===== src/rtl/jbi_min_wdq_pkg.sv =====
// Shared WDQ definitions: geometry, 156-bit entry layout and the per-lane ECC generator.
// Latency: none (types, constants and a combinational function only).
// Backpressure: n/a.
package jbi_min_wdq_pkg;

    localparam int ADDR_W  = 4;
    localparam int DATA_W  = 128;
    localparam int ECC_W   = 7;
    localparam int LANES   = 4;
    localparam int LANE_W  = 32;

    // Entry layout: {ecc3, ecc2, ecc1, ecc0, data[127:0]}
    localparam int ENTRY_W  = DATA_W + LANES * ECC_W;
    localparam int DATA_LSB = 0;
    localparam int ECC_LSB  = DATA_W;

    // What the consumer sees per entry: payload plus one mismatch flag per lane.
    typedef struct packed {
        logic [LANES-1:0]  err;
        logic [DATA_W-1:0] data;
    } wdq_out_t;

    // Check bits for one 32-bit lane. Bits 0..5 are parities over data bits grouped by
    // the binary weight of their 1-based position; bit 6 is the parity of the whole lane,
    // so every single-bit flip in the lane changes at least one check bit.
    function automatic logic [ECC_W-1:0] jbi_ecc32_gen(input logic [LANE_W-1:0] d);
        logic [ECC_W-1:0] c;
        logic [5:0]       pos;
        c = '0;
        for (int i = 0; i < LANE_W; i++) begin
            pos = 6'(i + 1);
            for (int j = 0; j < 6; j++) begin
                if (pos[j]) c[j] = c[j] ^ d[i];
            end
            c[6] = c[6] ^ d[i];
        end
        return c;
    endfunction

endpackage


===== src/rtl/jbi_min_wdq_rdctl_if.sv =====
// Bundle of the WDQ read-side signals: writer pointer, RAM read port and consumer handshake.
// Latency: none (wires only).
// Backpressure: out_rdy travels master->slave alongside the other slave inputs.
interface jbi_min_wdq_rdctl_if;
    import jbi_min_wdq_pkg::*;

    logic [ADDR_W:0]    wdq_wptr;
    logic               wdq_rd_en;
    logic [ADDR_W-1:0]  wdq_raddr;
    logic [ENTRY_W-1:0] wdq_rdata;
    logic [ADDR_W:0]    wdq_rptr;
    logic               out_vld;
    logic               out_rdy;
    logic [DATA_W-1:0]  out_data;
    logic [LANES-1:0]   out_ecc_err;
    logic               wdq_empty;

    // Writer / RAM / consumer side
    modport master (
        output wdq_wptr, wdq_rdata, out_rdy,
        input  wdq_rd_en, wdq_raddr, wdq_rptr, out_vld, out_data, out_ecc_err, wdq_empty
    );

    // Read controller side
    modport slave (
        input  wdq_wptr, wdq_rdata, out_rdy,
        output wdq_rd_en, wdq_raddr, wdq_rptr, out_vld, out_data, out_ecc_err, wdq_empty
    );

endinterface


===== src/rtl/jbi_min_wdq_skid.sv =====
// Two-entry valid/ready skid FIFO; the head is always presented straight from a register.
// Latency: 1 cycle from in_vld to out_vld.
// Backpressure: no in_rdy; the producer must gate pushes on cnt (push with cnt==2 is illegal).
module jbi_min_wdq_skid #(
    parameter int WIDTH = 132
) (
    input  logic             clk,
    input  logic             rst,
    input  logic             in_vld,
    input  logic [WIDTH-1:0] in_dat,
    output logic             out_vld,
    input  logic             out_rdy,
    output logic [WIDTH-1:0] out_dat,
    output logic [1:0]       cnt
);

    logic [WIDTH-1:0] head_q;
    logic [WIDTH-1:0] tail_q;
    logic [1:0]       cnt_q;
    logic             pop;

    assign pop     = out_vld & out_rdy;
    assign out_vld = (cnt_q != 2'd0);
    assign out_dat = head_q;
    assign cnt     = cnt_q;

    // Head/tail shuffle: the head only changes on a pop or when filling an empty buffer,
    // so a stalled head stays stable.
    always_ff @(posedge clk) begin
        if (rst) begin
            head_q <= '0;
            tail_q <= '0;
            cnt_q  <= 2'd0;
        end else begin
            case ({in_vld, pop})
                2'b10: begin
                    if (cnt_q == 2'd0) head_q <= in_dat;
                    else               tail_q <= in_dat;
                    cnt_q <= cnt_q + 2'd1;
                end
                2'b01: begin
                    head_q <= tail_q;
                    cnt_q  <= cnt_q - 2'd1;
                end
                2'b11: begin
                    if (cnt_q == 2'd1) begin
                        head_q <= in_dat;
                    end else begin
                        head_q <= tail_q;
                        tail_q <= in_dat;
                    end
                end
                default: ;
            endcase
        end
    end

    // The issue throttle upstream guarantees a push never lands on a full buffer.
    a_no_push_when_full: assert property (@(posedge clk) disable iff (rst) !(in_vld && cnt_q == 2'd2));

endmodule


===== src/rtl/jbi_min_wdq_rdctl.sv =====
// WDQ read controller: issues RAM reads, absorbs the 1-cycle read latency, flags per-lane ECC.
// Latency: 2 cycles from issue to out_vld (RAM read + skid capture).
// Backpressure: out_rdy low stops issue once skid + inflight reaches 2; head held stable.
module jbi_min_wdq_rdctl
    import jbi_min_wdq_pkg::*;
(
    input logic               clk,
    input logic               rst,
    jbi_min_wdq_rdctl_if.slave wdq
);

    logic [ADDR_W:0]  issue_ptr;
    logic [ADDR_W:0]  rptr_q;
    logic             inflight;
    logic [1:0]       skid_cnt;
    logic             avail;
    logic             pop;
    logic             rd_en;
    logic [2:0]       occ;
    logic [LANES-1:0] lane_err;
    wdq_out_t         cap_ent;
    wdq_out_t         head_ent;

    // Wrap bit distinguishes full from empty, so plain inequality means "entries waiting".
    assign avail = (wdq.wdq_wptr != issue_ptr);
    assign pop   = wdq.out_vld & wdq.out_rdy;
    // Slots that will be committed after this edge if nothing new is issued.
    assign occ   = {1'b0, skid_cnt} + {2'b0, inflight} - {2'b0, pop};
    assign rd_en = ~rst & avail & (occ < 3'd2);

    assign wdq.wdq_rd_en = rd_en;
    assign wdq.wdq_raddr = issue_ptr[ADDR_W-1:0];
    assign wdq.wdq_rptr  = rptr_q;
    assign wdq.wdq_empty = ~avail & ~inflight & (skid_cnt == 2'd0);

    // Issue pointer runs ahead; the committed pointer only moves once the data is captured,
    // so the writer never reuses a slot whose read is still in flight.
    always_ff @(posedge clk) begin
        if (rst) begin
            issue_ptr <= '0;
            rptr_q    <= '0;
            inflight  <= 1'b0;
        end else begin
            if (rd_en)    issue_ptr <= issue_ptr + 1'b1;
            if (inflight) rptr_q    <= rptr_q + 1'b1;
            inflight <= rd_en;
        end
    end

    // Per-lane ECC recompute on the returning RAM word; errors are flagged, never corrected.
    for (genvar g = 0; g < LANES; g++) begin : g_lane
        assign lane_err[g] = jbi_ecc32_gen(wdq.wdq_rdata[DATA_LSB + g*LANE_W +: LANE_W])
                             != wdq.wdq_rdata[ECC_LSB + g*ECC_W +: ECC_W];
    end

    assign cap_ent.err  = lane_err;
    assign cap_ent.data = wdq.wdq_rdata[DATA_LSB +: DATA_W];

    jbi_min_wdq_skid #(
        .WIDTH ($bits(wdq_out_t))
    ) u_skid (
        .clk     (clk),
        .rst     (rst),
        .in_vld  (inflight),
        .in_dat  (cap_ent),
        .out_vld (wdq.out_vld),
        .out_rdy (wdq.out_rdy),
        .out_dat (head_ent),
        .cnt     (skid_cnt)
    );

    assign wdq.out_data    = head_ent.data;
    assign wdq.out_ecc_err = head_ent.err;

endmodule


===== src/flat_wrapper.sv =====
// flat-port wrapper written by rule: the top's interface ports become plain ports
module jbi_min_wdq_rdctl_flat import jbi_min_wdq_pkg::*;
  (clk, rst, wdq_wdq_wptr, wdq_wdq_rdata, wdq_out_rdy, wdq_wdq_rd_en, wdq_wdq_raddr, wdq_wdq_rptr, wdq_out_vld, wdq_out_data, wdq_out_ecc_err, wdq_wdq_empty);
  jbi_min_wdq_rdctl_if wdq_i ();
  input logic clk;
  input logic rst;
  input wire logic [$bits(wdq_i.wdq_wptr)-1:0] wdq_wdq_wptr;
  input wire logic [$bits(wdq_i.wdq_rdata)-1:0] wdq_wdq_rdata;
  input wire logic [$bits(wdq_i.out_rdy)-1:0] wdq_out_rdy;
  output wire logic [$bits(wdq_i.wdq_rd_en)-1:0] wdq_wdq_rd_en;
  output wire logic [$bits(wdq_i.wdq_raddr)-1:0] wdq_wdq_raddr;
  output wire logic [$bits(wdq_i.wdq_rptr)-1:0] wdq_wdq_rptr;
  output wire logic [$bits(wdq_i.out_vld)-1:0] wdq_out_vld;
  output wire logic [$bits(wdq_i.out_data)-1:0] wdq_out_data;
  output wire logic [$bits(wdq_i.out_ecc_err)-1:0] wdq_out_ecc_err;
  output wire logic [$bits(wdq_i.wdq_empty)-1:0] wdq_wdq_empty;
  assign wdq_i.wdq_wptr = wdq_wdq_wptr;
  assign wdq_i.wdq_rdata = wdq_wdq_rdata;
  assign wdq_i.out_rdy = wdq_out_rdy;
  assign wdq_wdq_rd_en = wdq_i.wdq_rd_en;
  assign wdq_wdq_raddr = wdq_i.wdq_raddr;
  assign wdq_wdq_rptr = wdq_i.wdq_rptr;
  assign wdq_out_vld = wdq_i.out_vld;
  assign wdq_out_data = wdq_i.out_data;
  assign wdq_out_ecc_err = wdq_i.out_ecc_err;
  assign wdq_wdq_empty = wdq_i.wdq_empty;
  jbi_min_wdq_rdctl u_core (.clk(clk), .rst(rst), .wdq(wdq_i));
endmodule

===== config.mk =====
export PLATFORM = sky130hd
export DESIGN_NAME = jbi_min_wdq_rdctl_flat
export DESIGN_NICKNAME = d
export VERILOG_FILES = /design/src/rtl/jbi_min_wdq_pkg.sv /design/src/rtl/jbi_min_wdq_rdctl_if.sv /design/src/rtl/jbi_min_wdq_skid.sv /design/src/rtl/jbi_min_wdq_rdctl.sv /design/src/flat_wrapper.sv
export SDC_FILE = /design/constraint.sdc
export NUM_CORES = 1
export LEC_CHECK = 0
export CAP_MARGIN = 20
export CORE_ASPECT_RATIO = 0.9
export CORE_UTILIZATION = 47
export DETAILED_ROUTE_END_ITERATION = 16
export PLACE_DENSITY_LB_ADDON = 0.08
export SKIP_LAST_GASP = 1
export SYNTH_ARGS = -nofsm -noshare
export SYNTH_HDL_FRONTEND = slang
export SYNTH_SLANG_ARGS = --single-unit
export TNS_END_PERCENT = 1

===== constraint.sdc =====
create_clock -name clk -period 3 [get_ports clk]
set_input_delay 0.45 -clock clk [delete_from_list [all_inputs] [get_ports clk]]
set_output_delay 0.45 -clock clk [all_outputs]
set_load 0.05 [all_outputs]

# After elaboration in Yosys (flattened, before gate mapping)
# Index checks and enable logic that the tools add are counted.
# Widths: inputs -> output; s select.
dict set report word_totals {
  reg_bits 277
  in_bits 164
  output_inout_bits 144
  word_cells 471
}
dict set report classes {
  addsub 6
  n_lt_le_gt_ge 1
  n_eq_ne 12
  muxes 7
  bitwise_logic 432
  n_reduce_logical 7
}
# cell count
set ops {}
lappend ops {{$mux 132} 4}
lappend ops {{$xor 1x1->1} 424}
lappend ops {{$pmux 132 s3} 1}
lappend ops {{$pmux 132 s2} 1}
lappend ops {{$ne 7x7->1} 4}
lappend ops {{$add 5x1->5 const B} 2}
lappend ops {{$reduce_bool 2->1} 3}
lappend ops {{$and 1x1->1} 5}
lappend ops {{$ne 5x5->1} 1}
lappend ops {{$eq 2x1->1 const B} 2}
lappend ops {{$eq 2x2->1 const B} 2}
lappend ops {{$ne 2x2->1 const B} 2}
lappend ops {{$pmux 2 s2} 1}
lappend ops {{$add 2x1->3} 1}
lappend ops {{$lt 3x2->1 const B} 1}
lappend ops {{$not 1->1} 3}
lappend ops {{$reduce_and 3->1} 1}
lappend ops {{$reduce_bool 3->1} 1}
lappend ops {{$sub 3x1->3} 1}
lappend ops {{$add 2x1->2 const B} 1}
lappend ops {{$logic_not 2->1} 1}
lappend ops {{$ne 2x1->1 const B} 1}
lappend ops {{$reduce_and 2->1} 1}
lappend ops {{$sub 2x1->2 const B} 1}

# Logic depth before layout (Yosys ltp)
dict set report logic_depth {
  depth_word 34
  depth_mapped 12
  ltp_nobuf 11
}

# Modules after synthesis
# Synthesis repeated with hierarchy kept, for this count alone.
dict set report unflattened {
  hier_cells 1719
  hier_area_um2 14488.9
}
# mod n_inst cells_per_inst area_each_um2 seq_area_each_um2
set by_module_without_submodules {}
lappend by_module_without_submodules {jbi_min_wdq_skid 1 1396 11368.4 5325.1}
lappend by_module_without_submodules {jbi_min_wdq_rdctl 1 323 3120.5 220.2}

# Worst setup path before layout
# OpenSTA, ideal clock, no wires.
dict set report synth_path {
  path_type {reg-to-reg}
  from {register u_core.u_skid.cnt_q[1], in the netlist u_core.u_skid.cnt[1]}
  to {register u_core.issue_ptr[4]}
  setup_time_ns 0.128
  arrival_time_ns 3.033
  t_required_ns 2.872
  slack_ns -0.160
  path_stages_with_launch 13
  n_path_buf 1
  synth_period_minus_slack_ns 3.160
  cell_sequence {dfxtp_1 -> inv_1 -> ha_1 -> nor2b_1 -> ha_1 -> nand2b_1 -> fa_1 -> xnor2_1 -> and4b_1 -> clkbuf_1 -> nand4_1 -> xor2_1 -> nor2_1}
}
dict set report synth_via {
  elab_chain_cells 5
  elab_cells_between_ends 6
  classes_between {add/sub: 2; order compare: 1; bitwise: 2; reduce/logical: 1}
}
# element line_no
set synth_lines {}
lappend synth_lines {{from (decl)} jbi_min_wdq_skid.sv:19} ;# logic [1:0] cnt_q;
lappend synth_lines {{from (signal assigned)} jbi_min_wdq_skid.sv:39} ;# cnt_q <= cnt_q + 2'd1;
lappend synth_lines {{from (signal assigned)} jbi_min_wdq_skid.sv:43} ;# cnt_q <= cnt_q - 2'd1;
lappend synth_lines {{parallel branches: the longest is 2 deep, another holds $add 2x1->3} --}
lappend synth_lines {{$sub 3x1->3 (*)} jbi_min_wdq_rdctl.sv:28} ;# assign occ = {1'b0, skid_cnt} + {2'b0, inflight} - {2'b0, pop};
lappend synth_lines {{$lt 3x2->1 (*)} jbi_min_wdq_rdctl.sv:29} ;# assign rd_en = ~rst & avail & (occ < 3'd2);
lappend synth_lines {{$and 1x1->1 (*)} jbi_min_wdq_rdctl.sv:29}
lappend synth_lines {{net wdq_wdq_rd_en} flat_wrapper.sv:10} ;# output wire logic [$bits(wdq_i.wdq_rd_en)-1:0] wdq_wdq_rd_en;
lappend synth_lines {{to (signal assigned)} jbi_min_wdq_rdctl.sv:44} ;# if (rd_en) issue_ptr <= issue_ptr + 1'b1;
lappend synth_lines {{to (decl)} jbi_min_wdq_rdctl.sv:12} ;# logic [ADDR_W:0] issue_ptr;
# Mark *: on every way through the listed nets, which the timed path passes.
# A chain may end at the register's enable or synchronous reset.

# Worst setup path after layout
dict set report layout_path {
  from {register u_core.u_skid.cnt_q[1], in the netlist u_core.u_skid.cnt[1]}
  to {output port wdq_wdq_rd_en}
}
dict set report layout_via {
  elab_chain_cells 5
  elab_cells_between_ends 6
  classes_between {add/sub: 2; order compare: 1; bitwise: 2; reduce/logical: 1}
}
# element line_no
set layout_lines {}
lappend layout_lines {{parallel branches: the longest is 2 deep, another holds $add 2x1->3} --}
lappend layout_lines {{$sub 3x1->3 (*)} jbi_min_wdq_rdctl.sv:28}
lappend layout_lines {{$lt 3x2->1 (*)} jbi_min_wdq_rdctl.sv:29}
lappend layout_lines {{$and 1x1->1 (*)} jbi_min_wdq_rdctl.sv:29}
lappend layout_lines {{to (decl)} flat_wrapper.sv:10}
# Every way passes the cells marked *.

==> flow_summary_export.csv <==
group,metric,value,unit
status,outcome,"completed",
flow_run,drv_cap,0,
synthesis,avgSynthCellArea,8.77,um^2
worst_setup_path,cp_max_fo,3,
synthesis,ys_seq_area_frac,0.420,
placed_design,dpl_cell_area,17000,um^2
global_route,antenna_found_initial,0,
clock_network,clk_pin_slew_worst_paths,60,ps
sta,drv_slew,0,
sta,hold_viol_final,0,
final_layout,antenna_cells,0,
global_route,grt_max_degree,143,
power_and_ir_drop,pwr-share-clk,0.165,
final_layout,fin_util,0.661,
global_route,globalRoute.totalOverflow,0,
clock_network,cts_tree,"built",
synthesis,synth_cell_types,40,
clock_network,clock_insertion_delay_worst_skew,540,ps
placed_design,dp.cells,2112,
synthesis,yosysWarnings,0,
route,viasPerCell,5.48,
worst_setup_path,regToRegStartpoint,"u_core.u_skid.cnt[1]",
floorplan,top_level_ports,308,
route,drt_wl_total,38.1,mm
worst_setup_path,crit_start,"u_core.u_skid.cnt[1]",
floorplan,die_y,161,um
clock_network,numCtsBuffers,29,
route,wl_per_cell,17.6,um
sta,fin_crit,2990,ps
power_and_ir_drop,power_frac_comb,0.556,
route,drtAntennaViolNets,0,
route,drt_iter0_markers,885,
final_layout,instances_no_fill,2168,
floorplan,core_area,27300,um^2
sta,worstMarginPinSlew,1020,ps
route,vias,11888,
power_and_ir_drop,p_sw,9.41,mW
floorplan,fp-row-count,57,
power_and_ir_drop,seq_power_share,0.279,
clock_network,cts-root-buf,"clkbuf_16",
synthesis,syn-num-nets,1677,
min_path,hold_start,"rst",
sta,finalSetupViolations,0,
final_layout,drive_gt1_frac,0.0810,
final_layout,layout_commonest_cell,"clkdlybuf4s50_1",
placed_design,gp_congestion,0.818,
synthesis,syn_area,13200,um^2
placed_design,portBuffers,307,
final_layout,num-fill-cells,2252,
sta,max_freq,0.334,GHz
final_layout,area_growth,36.6,%
power_and_ir_drop,power_density,1150,nW/um^2
final_layout,fin_area,18000,um^2
synthesis,ys_ff_latch,277,
floorplan,die_area,28800,um^2
worst_setup_path,required,2550,ps
worst_setup_path,end_kind,"output pin",
power_and_ir_drop,p_leak,6.76,nW
clock_network,htree_levels,1,
final_layout,layout.nets,1968,
global_route,grt_pass1_wl,60.7,mm
floorplan,start_util,0.483,
route,first_pass_iters,5,
sta,max_slew_margin,0.318,
final_layout,final_cell_mix,"304 x clkdlybuf4s50_1, 275 x dfxtp_1, 259 x nand2_1",
global_route,grt_usage,0.260,
clock_network,cts_sinks,277,
power_and_ir_drop,switching_share,0.453,
min_path,hold_path_class,"input port to flip-flop",
sta,period_share,0.997,
power_and_ir_drop,total_power,20.8,mW
route,drcViolationCount,0,
sta,skew,8.90,ps
power_and_ir_drop,peakVddDrop,0.696,mV
placed_design,dp_hpwl,25.4,mm
synthesis,syn_inst,1505,
worst_setup_path,worstSetupStartpointType,"flip-flop",
sta,fin_ws,7.76,ps
worst_setup_path,crit_arrival,2540,ps
floorplan,die_w,179,um
placed_design,post-place-ws,18.9,ps
sta,rsz0062_at_grt,"yes",
power_and_ir_drop,p_int,11.4,mW
global_route,grt_pass1_vias,11359,
clock_network,clockBufferDepth,3,
worst_setup_path,worstSetupPathType,"flip-flop to output pin",
[layer usage]
layer	track usage	wire length, um	up-vias
met4	0.0628	845	0
met1	0.354	16600	5664
met5	0	0	-
met2	0.421	17900	392
met3	0.0565	2730	55
li1	-	-	5777
[registers in the layout, summed over array words and instances (netlist names)]
signal                 flops
u_core.u_skid.cnt          2
u_core.issue_ptr           5
u_core.wdq.wdq_rptr        5
u_core.inflight            1
u_core.u_skid.tail_q     132
u_core.u_skid.out_dat    132
[power by group through the flow]
stage	clock network (mW)	registers (mW)	logic, mW
final	3.44	5.79	11.6
after global routing	3.67	5.94	12.4
after CTS	3.51	5.79	11.6
after detailed placement	0	5.85	11.5
after global placement	0	5.81	11.4
after floorplan	0	8.84	4.54
[critical path, stage by stage, from the launching register on]
cell and delay (ps):
dfxtp_2 340, inv_2 60, ha_4 170, nor2b_4 150, ha_4 220, nand2b_4 140, fa_2 520, and4b_2 270
buf_12 140
[Yosys cell counts (all sizes together)]
master,n,area share
mux2i,3,0.0023
clkbuf,111,0.032
xnor3,40,0.069
nand2,259,0.074
a221oi,128,0.085
nor3,133,0.050
or3,2,0.00095
or2,1,0.00047
nor4,2,0.0014
buf,13,0.0051
nand2b,4,0.0019
a22oi,1,0.00057
ha,7,0.0066
o21a,1,0.00057
nor2b,1,0.00047
nor2,151,0.043
dfxtp,277,0.42
xor2,43,0.029
inv,6,0.0017
fa,1,0.0015
a211oi,6,0.0038
a21o,1,0.00057
a2111oi,2,0.0023
o21ai,3,0.0011
o2111a,1,0.00085
xor3,2,0.0036
xnor2,154,0.10
nand3,3,0.0011
nand4,6,0.0028
a21oi,138,0.052
nor4b,1,0.0018
and3,2,0.00095
and4b,2,0.0015
[per-stage QoR]
step	hold slack, ps	TNS (ps)
floorplan	436	0
detailed placement	446	0
global route	326	-43.2
finish	310	0
global placement	441	0
CTS	312	0
[repair_timing]
item	4_1_cts	5_1_grt
setup buffers	5	2
pin swaps	5	3
setup endpoints to repair	1	1
endpoints found under the hold margin	0	0
gates resized for setup	12	1
hold buffers	0	0
[layout make-up]
cell class | instances | area [um^2] | area share
sequential | 277 | 5550 | 0.307
timing repair buffer | 384 | 3880 | 0.215
clock buffer | 45 | 846 | 0.0469
inverter | 6 | 22.5 | 0.00125
clock inverter | 4 | 45.0 | 0.00250
tap | 354 | 443 | 0.0245
multi-input combinational | 1098 | 7260 | 0.403
[kinds of logic after synthesis]
kind of cell | Yosys count | synth area share
mux | 3 | 0.00227
simple gates | 567 | 0.180
flops | 277 | 0.420
fa+ha+maj | 8 | 0.00815
buf+inv | 130 | 0.0384
compound gates | 281 | 0.147
xor+xnor | 239 | 0.204
[final timing paths]
kind,endpoint,slack (ps),depth (start not counted)
setup reg to reg,u_core.u_skid.tail_q[112],290,12
hold / removal,u_core.wdq.wdq_rptr[3],310,2
setup / recovery,wdq_wdq_rd_en,8,8
hold reg to reg,u_core.u_skid.tail_q[59],450,2
Note: power is estimated with default switching activity, not from simulation.
